--- config.mk ---
export PLATFORM = sky130hd
export DESIGN_NAME = instruction_fetch_flat
export DESIGN_NICKNAME = d
export VERILOG_FILES = /design/src/rtl/instruction_fetch_pkg.sv /design/src/rtl/instruction_fetch_if.sv /design/src/rtl/instruction_fetch_next_pc_calc.sv /design/src/rtl/instruction_fetch.sv /design/src/flat_wrapper.sv
export SDC_FILE = /design/constraint.sdc
export NUM_CORES = 1
export LEC_CHECK = 0
export ABC_AREA = 1
export ABC_CLOCK_PERIOD_IN_PS = 4750
export BUFFER_PORTS_ARGS = -buffer_cell sky130_fd_sc_hd__buf_4
export CAP_MARGIN = 40
export CORE_MARGIN = 2
export CORE_UTILIZATION = 45
export DETAILED_ROUTE_END_ITERATION = 8
export GPL_ROUTABILITY_DRIVEN = 0
export GPL_TIMING_DRIVEN = 0
export HOLD_SLACK_MARGIN = 0.1
export PLACE_DENSITY = 0.72
export REMOVE_ABC_BUFFERS = 1
export SYNTH_ARGS = -nofsm -noshare
export SYNTH_HDL_FRONTEND = slang
export SYNTH_SLANG_ARGS = --single-unit
export TNS_END_PERCENT = 5
--- constraint.sdc ---
create_clock -name clk -period 4.75 [get_ports clk]
set_input_delay 0.95 -clock clk [delete_from_list [all_inputs] [get_ports clk]]
set_output_delay 0.95 -clock clk [all_outputs]
set_load 0.02 [all_outputs]
--- src/rtl/instruction_fetch_pkg.sv ---
// Shared encodings and constants for the LEGv8 fetch stage and its helpers.
package instruction_fetch_pkg;
    typedef enum logic [1:0] {
        FETCH_REQ   = 2'd0,
        FETCH_WAIT  = 2'd1,
        FETCH_HOLD  = 2'd2,
        FETCH_FAULT = 2'd3
    } fetch_state_e;

    localparam int INSTR_BYTES = 4;
    // Opcode field handed to the decoder.
    localparam int OPCODE_MSB  = 31;
    localparam int OPCODE_LSB  = 21;
endpackage

--- src/rtl/instruction_fetch_if.sv ---
// Fetch-stage bus: instruction-memory handshake plus the decode/retire side.
interface instruction_fetch_if #(
    parameter int PC_WIDTH    = 64,
    parameter int INSTR_WIDTH = 32
);
    logic                   imem_req;
    logic [PC_WIDTH-1:0]    imem_addr;
    logic                   imem_ready;
    logic                   imem_rvalid;
    logic [INSTR_WIDTH-1:0] imem_rdata;
    logic                   instr_valid;
    logic [INSTR_WIDTH-1:0] instr;
    logic [PC_WIDTH-1:0]    pc;
    logic                   retire;
    logic                   take_branch;
    logic [PC_WIDTH-1:0]    branch_offset;
    logic                   fault;
    logic [31:0]            retired_count;

    modport master (
        output imem_req, imem_addr, instr_valid, instr, pc, fault, retired_count,
        input  imem_ready, imem_rvalid, imem_rdata, retire, take_branch, branch_offset
    );
    modport slave (
        input  imem_req, imem_addr, instr_valid, instr, pc, fault, retired_count,
        output imem_ready, imem_rvalid, imem_rdata, retire, take_branch, branch_offset
    );
endinterface

--- src/rtl/instruction_fetch_next_pc_calc.sv ---
// Combinational next-PC: sequential +4 or branch target, with alignment flag.
module next_pc_calc
    import instruction_fetch_pkg::*;
#(
    parameter int PC_WIDTH = 64
) (
    input  logic [PC_WIDTH-1:0] pc_i,
    input  logic                take_branch_i,
    input  logic [PC_WIDTH-1:0] branch_offset_i,
    output logic [PC_WIDTH-1:0] next_pc_o,
    output logic                misaligned_o
);
    // Two's-complement add gives backward branches and silent wrap for free.
    assign next_pc_o    = pc_i + (take_branch_i ? branch_offset_i : PC_WIDTH'(INSTR_BYTES));
    assign misaligned_o = |next_pc_o[1:0];
endmodule

--- src/rtl/instruction_fetch.sv ---
// Non-pipelined LEGv8 fetch: owns the PC, fetches one word, holds it until retire.
module instruction_fetch
    import instruction_fetch_pkg::*;
#(
    parameter int                  PC_WIDTH    = 64,
    parameter int                  INSTR_WIDTH = 32,
    parameter logic [PC_WIDTH-1:0] RESET_PC    = '0
) (
    input  logic                clk,
    input  logic                reset,
    instruction_fetch_if.master bus
);
    fetch_state_e           state_q, state_d;
    logic                   req_q, req_d;
    logic [PC_WIDTH-1:0]    pc_q;
    logic [INSTR_WIDTH-1:0] instr_q;
    logic                   instr_valid_q;
    logic [31:0]            retired_count_q;
    logic [PC_WIDTH-1:0]    next_pc;
    logic                   misaligned;
    logic                   req_out, fault_out;
    logic                   retire_fire, resp_fire;

    next_pc_calc #(.PC_WIDTH(PC_WIDTH)) u_next_pc (
        .pc_i           (pc_q),
        .take_branch_i  (bus.take_branch),
        .branch_offset_i(bus.branch_offset),
        .next_pc_o      (next_pc),
        .misaligned_o   (misaligned)
    );

    assign retire_fire = (state_q == FETCH_HOLD) && bus.retire;
    assign resp_fire   = (state_q == FETCH_WAIT) && bus.imem_rvalid;

    always_ff @(posedge clk or posedge reset) begin
        if (reset) begin
            state_q <= FETCH_REQ;
            req_q   <= 1'b0;
        end else begin
            state_q <= state_d;
            req_q   <= req_d;
        end
    end

    // req is registered so it stays low in the reset cycle and rises one edge later.
    always_comb begin
        state_d = state_q;
        case (state_q)
            FETCH_REQ:   if (req_q && bus.imem_ready) state_d = FETCH_WAIT;
            FETCH_WAIT:  if (bus.imem_rvalid)         state_d = FETCH_HOLD;
            FETCH_HOLD:  if (bus.retire)              state_d = misaligned ? FETCH_FAULT : FETCH_REQ;
            FETCH_FAULT: state_d = FETCH_FAULT;
            default:     state_d = FETCH_FAULT;
        endcase
        req_d = (state_d == FETCH_REQ);
    end

    always_comb begin
        req_out   = req_q && (state_q == FETCH_REQ);
        fault_out = (state_q == FETCH_FAULT);
    end

    always_ff @(posedge clk or posedge reset) begin
        if (reset) begin
            pc_q            <= RESET_PC;
            instr_q         <= '0;
            instr_valid_q   <= 1'b0;
            retired_count_q <= '0;
        end else begin
            if (resp_fire) begin
                instr_q       <= bus.imem_rdata;
                instr_valid_q <= 1'b1;
            end
            if (retire_fire) begin
                instr_valid_q   <= 1'b0;
                retired_count_q <= retired_count_q + 32'd1;
                // A misaligned target freezes the PC at the offending branch.
                if (!misaligned) pc_q <= next_pc;
            end
        end
    end

    assign bus.imem_req      = req_out;
    assign bus.imem_addr     = pc_q;
    assign bus.pc            = pc_q;
    assign bus.instr         = instr_q;
    assign bus.instr_valid   = instr_valid_q;
    assign bus.fault         = fault_out;
    assign bus.retired_count = retired_count_q;
endmodule

--- src/flat_wrapper.sv ---
// flat-port wrapper written by rule: the top's interface ports become plain ports
module instruction_fetch_flat import instruction_fetch_pkg::*;
#(
    parameter int                  PC_WIDTH    = 64,
    parameter int                  INSTR_WIDTH = 32,
    parameter logic [PC_WIDTH-1:0] RESET_PC    = '0
)
  (clk, reset, bus_imem_req, bus_imem_addr, bus_instr_valid, bus_instr, bus_pc, bus_fault, bus_retired_count, bus_imem_ready, bus_imem_rvalid, bus_imem_rdata, bus_retire, bus_take_branch, bus_branch_offset);
  instruction_fetch_if #(.PC_WIDTH(PC_WIDTH), .INSTR_WIDTH(INSTR_WIDTH)) bus_i ();
  input  logic clk;
  input  logic reset;
  output wire logic [$bits(bus_i.imem_req)-1:0] bus_imem_req;
  output wire logic [$bits(bus_i.imem_addr)-1:0] bus_imem_addr;
  output wire logic [$bits(bus_i.instr_valid)-1:0] bus_instr_valid;
  output wire logic [$bits(bus_i.instr)-1:0] bus_instr;
  output wire logic [$bits(bus_i.pc)-1:0] bus_pc;
  output wire logic [$bits(bus_i.fault)-1:0] bus_fault;
  output wire logic [$bits(bus_i.retired_count)-1:0] bus_retired_count;
  input wire logic [$bits(bus_i.imem_ready)-1:0] bus_imem_ready;
  input wire logic [$bits(bus_i.imem_rvalid)-1:0] bus_imem_rvalid;
  input wire logic [$bits(bus_i.imem_rdata)-1:0] bus_imem_rdata;
  input wire logic [$bits(bus_i.retire)-1:0] bus_retire;
  input wire logic [$bits(bus_i.take_branch)-1:0] bus_take_branch;
  input wire logic [$bits(bus_i.branch_offset)-1:0] bus_branch_offset;
  assign bus_imem_req = bus_i.imem_req;
  assign bus_imem_addr = bus_i.imem_addr;
  assign bus_instr_valid = bus_i.instr_valid;
  assign bus_instr = bus_i.instr;
  assign bus_pc = bus_i.pc;
  assign bus_fault = bus_i.fault;
  assign bus_retired_count = bus_i.retired_count;
  assign bus_i.imem_ready = bus_imem_ready;
  assign bus_i.imem_rvalid = bus_imem_rvalid;
  assign bus_i.imem_rdata = bus_imem_rdata;
  assign bus_i.retire = bus_retire;
  assign bus_i.take_branch = bus_take_branch;
  assign bus_i.branch_offset = bus_branch_offset;
  instruction_fetch #(.PC_WIDTH(PC_WIDTH), .INSTR_WIDTH(INSTR_WIDTH), .RESET_PC(RESET_PC)) u_core (.clk(clk), .reset(reset), .bus(bus_i));
endmodule
==> results_dict.tcl, run 1 <==
set metrics [dict create \
    htree_levels 4 \
    max_freq_mhz 267 \
    ys_ff_latch 132 \
    ios 297 \
    dr.pass1.iters 7 \
    timing.hold.ws_ps 470 \
    drc 0 \
    area_delta_synth_final_pct 23.2 \
    yosysWarnings 0 \
    crit_type "input port to register" \
    dp_hpwl_um 28700 \
    setup_viol 0 \
    cts_sinks 132 \
    nFillCells 2667 \
    hold_buffers 0 \
    clockPowerShare_pct 17.5 \
    synth_area_per_cell_sq_um 5.91 \
    grt.total_usage_pct 25.1 \
    met3_usage_pct 2.90 \
    fp.dieH_um 167 \
    tightestPinTransition_ps 772 \
    fin_crit_sh_pct 78.8 \
    required_ps 5050 \
    critPathMaxStageDelay_ps 500 \
    coreArea_sq_um 26000 \
    fin_util_pct 56.4 \
    combPwrFrac_pct 57.1 \
    end_kind "register" \
    critPathSlowestCell "buf_4" \
    grt_remaining_overflow 0 \
    io_buffer_count 296 \
    final_common_cell "nand2_1" \
    power_density_nw_per_um2 520 \
    fp-row-count 59 \
    status "finished clean" \
    grt_first_pass_wirelength_um 56400 \
    crit_chain "buf_4, nand2_1, inv_1, ha_1, fa_1, nor2_1, nand2_1, nor2_4, buf_12, inv_2, buf_12, nand2_1, o21ai_0" \
    cts_tree "done" \
    fin_nets 2410 \
    top_usage_layer "met2" \
    worstSetupStartpointType "input port" \
    antenna_found_initial 1 \
    wl_um 35100 \
    initial_core_util_pct 45.8 \
    hp-class "register to register" \
    vias 12400 \
    post-cts-setup-buffers 0 \
    die-area_sq_um 27800 \
    cp.arrival_ps 4040 \
    path_clk_slew_ps 60 \
    finalHoldViolCount 0 \
    synthCells 2012 \
    power.internal_mw 3.92 \
    peakVddDrop_mv 0.277 \
    drtAntennaViolNets 0 \
    cts.repair.resized 0 \
    grt_pass1_vias 11300 \
    ys_types 33 \
    cp_max_fo 64 \
    clk_latency_ps 440 \
    grt_util_met1_pct 32.7 \
    clk_path_buf_depth 2 \
    post-route-min-period_ps 3740 \
    cts-buffers-inserted 17 \
    rrSetupSlack_ps 1700 \
    power_switching_mw 3.71 \
    report.final.slew_viol_count 0 \
    p_leak_nw 9.21 \
    root_buffer "clkbuf_16" \
    layout_common_cells "880 x nand2_1, 399 x inv_1, 296 x buf_4, 140 x nor2_1, 132 x dfrtp_1" \
    swShare_pct 48.6 \
    seq_area_frac_synth_pct 27.8 \
    die_w_um 167 \
    p_seq_share_pct 25.4 \
    max_slew_margin_pct 48.4 \
    maxCapViolCount 0 \
    cpMostUsedCell "nand2_1" \
    vias_per_cell 4.78 \
    drtIter0Drc 805 \
    cp_top_family "buffers and inverters" \
    finClkSkew_ps 17.4 \
    cp_num_buf_inv 5 \
    rsz0062_at_grt "false" \
    grt_max_degree 74 \
    drive_above_1_share_pct 15.5 \
    drt-wirelength-per-cell_um 13.6 \
    synth.cell_area_sq_um 11900 \
    use_met2_pct 41.8 \
]
[sequential cells by signal, indices dropped and copies added (netlist names)]
name / count
u_core.bus.retired_count: 32
u_core.state_q: 2
u_core.req_q: 1
u_core.bus.instr: 32
u_core.bus.instr_valid: 1
u_core.bus.imem_addr: 64
[power groups by stage]
| stage | Combinational [mW] | Clock [mW] | Sequential, mW |
|---|---|---|---|
| after floorplan | 1.93 | 0 | 2.64 |
| after global placement | 4.26 | 0 | 1.93 |
| after detailed placement | 4.35 | 0 | 1.96 |
| after CTS | 4.37 | 1.36 | 1.94 |
| after global routing | 4.79 | 1.39 | 2.00 |
| final | 4.35 | 1.33 | 1.94 |
[tightest hold or removal path, delay by kind of cell (launching register included)]
kind / cells / cell delay, ps
DFF: 1 / 340
and+or+nand+nor: 2 / 100
[stage by stage]
| stage | std cells | TNS [ps] | worst slack [ps] | cell area (sq um) | total power [mW] |
|---|---|---|---|---|---|
| floorplan | 1922 | 0 | 274 | 11300 | 4.57 |
| global placement | 2553 | -349580 | -2530 | 14000 | 6.19 |
| detailed placement | 2558 | 0 | 543 | 14100 | 6.31 |
| CTS | 2590 | 0 | 992 | 14700 | 7.66 |
| global route | 2591 | 0 | 768 | 14700 | 8.18 |
| finish | 2591 | 0 | 1010 | 14700 | 7.62 |
[synth_stat cells (all sizes together)]
cell type / n / area (sq um)
nand4: 19 / 125
o21ai: 35 / 175
nand3b: 8 / 60.1
a31oi: 1 / 6.26
fa: 1 / 20.0
xor2: 23 / 201
nor3: 23 / 141
xnor2: 36 / 315
a32oi: 1 / 8.76
dfrtp: 132 / 3300
or2: 2 / 12.5
ha: 65 / 813
clkinv: 1 / 3.75
nor2: 144 / 553
nand2: 882 / 3320
clkbuf: 22 / 82.6
o21bai: 1 / 7.51
a21oi: 41 / 205
and2: 1 / 6.26
nor3b: 1 / 7.51
nand3: 96 / 480
nor4: 6 / 37.5
inv: 403 / 1510
buf: 68 / 500
[cell type report]
type,instances,area [sq um],area share [%]
multi-input cells,1386,6510,44.4
flip-flops and latches,132,3300,22.5
repair buffers,301,2320,15.8
inverters,404,1520,10.4
clock buffers,17,425,2.90
well taps,335,419,2.86
clock inverters,15,154,1.05
diodes,1,2.50,0.0171
[metal layers]
metal	up-vias	share of wire (%)
met4	0	4.4
met2	383	47
met3	83	5.5
li1	6397	-
met5	-	0
met1	5518	43
[path summary, 6_finish.rpt]
kind	from	end	cells after the start
setup / recovery	bus_take_branch	u_core.bus.imem_addr[15]$_DFFE_PP0P_	13
hold / removal	u_core.bus.instr[14]$_DFFE_PP0P_	u_core.bus.instr[14]$_DFFE_PP0P_	2
setup reg to reg	u_core.bus.imem_addr[0]$_DFFE_PP0P_	u_core.bus.imem_addr[15]$_DFFE_PP0P_	10
hold reg to reg	u_core.bus.instr[14]$_DFFE_PP0P_	u_core.bus.instr[14]$_DFFE_PP0P_	2
max in group asynchronous	reset	u_core.bus.imem_addr[34]$_DFFE_PP0P_	3
min in group asynchronous	reset	u_core.bus.instr[15]$_DFFE_PP0P_	2
[logic make-up after synthesis]
| logic type | share of synthesized area [%] |
|---|---|
| AND/OR/NAND/NOR | 39.9 |
| buffers and inverters | 17.6 |
| flip-flops | 27.8 |
| AO/OA/AOI/OAI | 3.39 |
| adder cells (fa/ha/maj) | 7.00 |
| XOR/XNOR | 4.34 |
Note: power is estimated with default switching activity, not from simulation.
==> run 2, diff against run 1 <==
Settings changed: ABC_CLOCK_PERIOD_IN_PS 4750 to 3100.
Clock period 4.75 ns to 3.1 ns, I/O delays scaled along.
==> run 2 against run 1 <==
Effect of this change:
- flip-flop and latch count is the same
- clock power is 53% higher
- register-to-register slack got worse by 1400 ps
- sequential share of layout area hardly changed
- combinational power rose by 54%
- wire length is 0.12% higher
- sequential power up 53%
- global-route usage barely moved
- die area stayed put
- non-clock buffer count rose by 1
- critical endpoint unchanged
==> results_dict.tcl, run 2 (same netlist as run 1, synthesis figures left out) <==
set metrics [dict create \
    ios 297 \
    power.internal_mw 6.00 \
    timing.hold.ws_ps 298 \
    rsz0062_at_grt "false" \
    area_delta_synth_final_pct 23.3 \
    die_w_um 167 \
    place_inst 2558 \
    cp_max_fo 64 \
    report.final.slew_viol_count 0 \
    swShare_pct 48.6 \
    clockPowerShare_pct 17.5 \
    largest_reg_flops 64 \
    root_buffer "clkbuf_16" \
    r2r_cells 9 \
    tightestPinTransition_ps 765 \
    required_ps 3440 \
    wl_um 35200 \
    crit_type "input port to register" \
    vias_per_cell 4.77 \
    dr.pass1.iters 6 \
    fin_crit_sh_pct 93.1 \
    grt_remaining_overflow 0 \
    cts_tree "done" \
    setup_viol 0 \
    vias 12400 \
    r2r-start "u_core.bus.imem_addr[0]$_DFFE_PP0P_" \
    cts-buffers-inserted 17 \
    path_clk_slew_ps 80 \
    worstSetupStartpointType "input port" \
    maxCapViolCount 0 \
    drt-wirelength-per-cell_um 13.6 \
    finalHoldViolCount 0 \
    drc 0 \
    grt.total_usage_pct 25.1 \
    clk_path_buf_depth 2 \
    max_slew_margin_pct 48.8 \
    layout.cells.non_filler 2592 \
    io_buffer_count 296 \
    fp-row-count 59 \
    p_leak_nw 9.22 \
    drtAntennaViolNets 0 \
    fp.dieH_um 167 \
    antenna_found_initial 1 \
    drtIter0Drc 735 \
    end_kind "register" \
    htree_levels 4 \
    grt_first_pass_wirelength_um 56400 \
    power_density_nw_per_um2 796 \
    peakVddDrop_mv 0.424 \
    dp_hpwl_um 28700 \
    max_freq_mhz 346 \
    status "finished clean" \
    fin_nets 2411 \
    power_switching_mw 5.68 \
    finClkSkew_ps 17.6 \
    cts_sinks 132 \
    post-route-min-period_ps 2890 \
    worstReg2RegEnd "u_core.bus.imem_addr[15]$_DFFE_PP0P_" \
    cp.arrival_ps 3230 \
    initial_core_util_pct 45.8 \
    die-area_sq_um 27800 \
    p_seq_share_pct 25.4 \
    hp-class "input port to async pin" \
    layout_common_cells "880 x nand2_1, 399 x inv_1, 296 x buf_4, 140 x nor2_1, 132 x dfrtp_1" \
    final_common_cell "nand2_1" \
    clk_latency_ps 440 \
    rrSetupSlack_ps 320 \
    grt_pass1_vias 11400 \
    coreArea_sq_um 26000 \
    combPwrFrac_pct 57.2 \
    drive_above_1_share_pct 15.6 \
    grt_max_degree 74 \
]
-- run 2: changes by cell type in the layout (fill, tap and decap cells not counted), sizes merged --
cell  change
buf       +1
-- run 2: worst max-delay path, cell delays in order --
cell	delay, ps
buf_8	300
nand2_1	90
inv_1	70
ha_1	200
fa_1	430
nor2_1	160
nand2_1	140
nor2_4	140
buf_12	200
inv_2	310
buf_12	290
o21ai_0	200
-- run 2: worst max path at each step --
stage | to | from
2_1_floorplan | u_core.bus.imem_addr[0]$_DFFE_PP0P_ | reset
3_3_place_gp | u_core.bus.imem_addr[2]$_DFFE_PP0P_ | bus_take_branch
3_5_place_dp | u_core.bus.imem_addr[16]$_DFFE_PP0P_ | bus_take_branch
4_1_cts | u_core.bus.imem_addr[16]$_DFFE_PP0P_ | bus_take_branch
5_1_grt | u_core.bus.imem_addr[15]$_DFFE_PP0P_ | bus_take_branch
6_report | u_core.bus.imem_addr[15]$_DFFE_PP0P_ | bus_take_branch
-- run 2: timing repair --
item,4_1_cts,5_1_grt
endpoints found under the setup margin,61,0
hold buffers,0,0
resized for setup,2,0
buffers inserted,1,0
endpoints found under the hold margin,0,0
-- run 2: final cells by class --
| class | count | area [sq um] |
|---|---|---|
| fill | 2663 | 11300 |
| multi-input combinational | 1386 | 6510 |
| sequential | 132 | 3300 |
| timing repair buffer | 302 | 2330 |
| inverter | 404 | 1520 |
| clock buffer | 17 | 425 |
| tap | 335 | 419 |
| clock inverter | 15 | 154 |
| antenna | 1 | 2.50 |
-- run 2: metal layers --
layer	routed length [um]	up-vias	global-route usage [%]	share of wire [%]
met4	1520	0	11.7	4.3
met2	16400	401	41.8	47
met5	0	-	0	0
met1	15100	5495	32.8	43
li1	-	6391	-	-
met3	2100	81	2.90	6.0
-- run 2: power by group through the flow --
| stage | sequential [mW] | clock (mW) | combinational (mW) |
|---|---|---|---|
| after floorplan | 4.04 | 0 | 2.96 |
| after global placement | 2.96 | 0 | 6.52 |
| after detailed placement | 3.00 | 0 | 6.67 |
| after CTS | 2.97 | 2.08 | 6.69 |
| after global routing | 3.07 | 2.14 | 7.34 |
| final | 2.97 | 2.04 | 6.68 |
-- run 2: per-stage QoR --
step           power, mW  TNS [ps]  cell area, sq um  util, %  setup slack [ps]
6_report            11.7         0             14700     56.5               213
3_5_place_dp        9.67    -37490             14100     54.2              -777
3_3_place_gp        9.49   -648330             14000     53.7             -3850
4_1_cts             11.7         0             14700     56.5               202
5_1_grt             12.5         0             14700     56.5              6.85
2_1_floorplan       7.00   -188100             11300        -             -1050
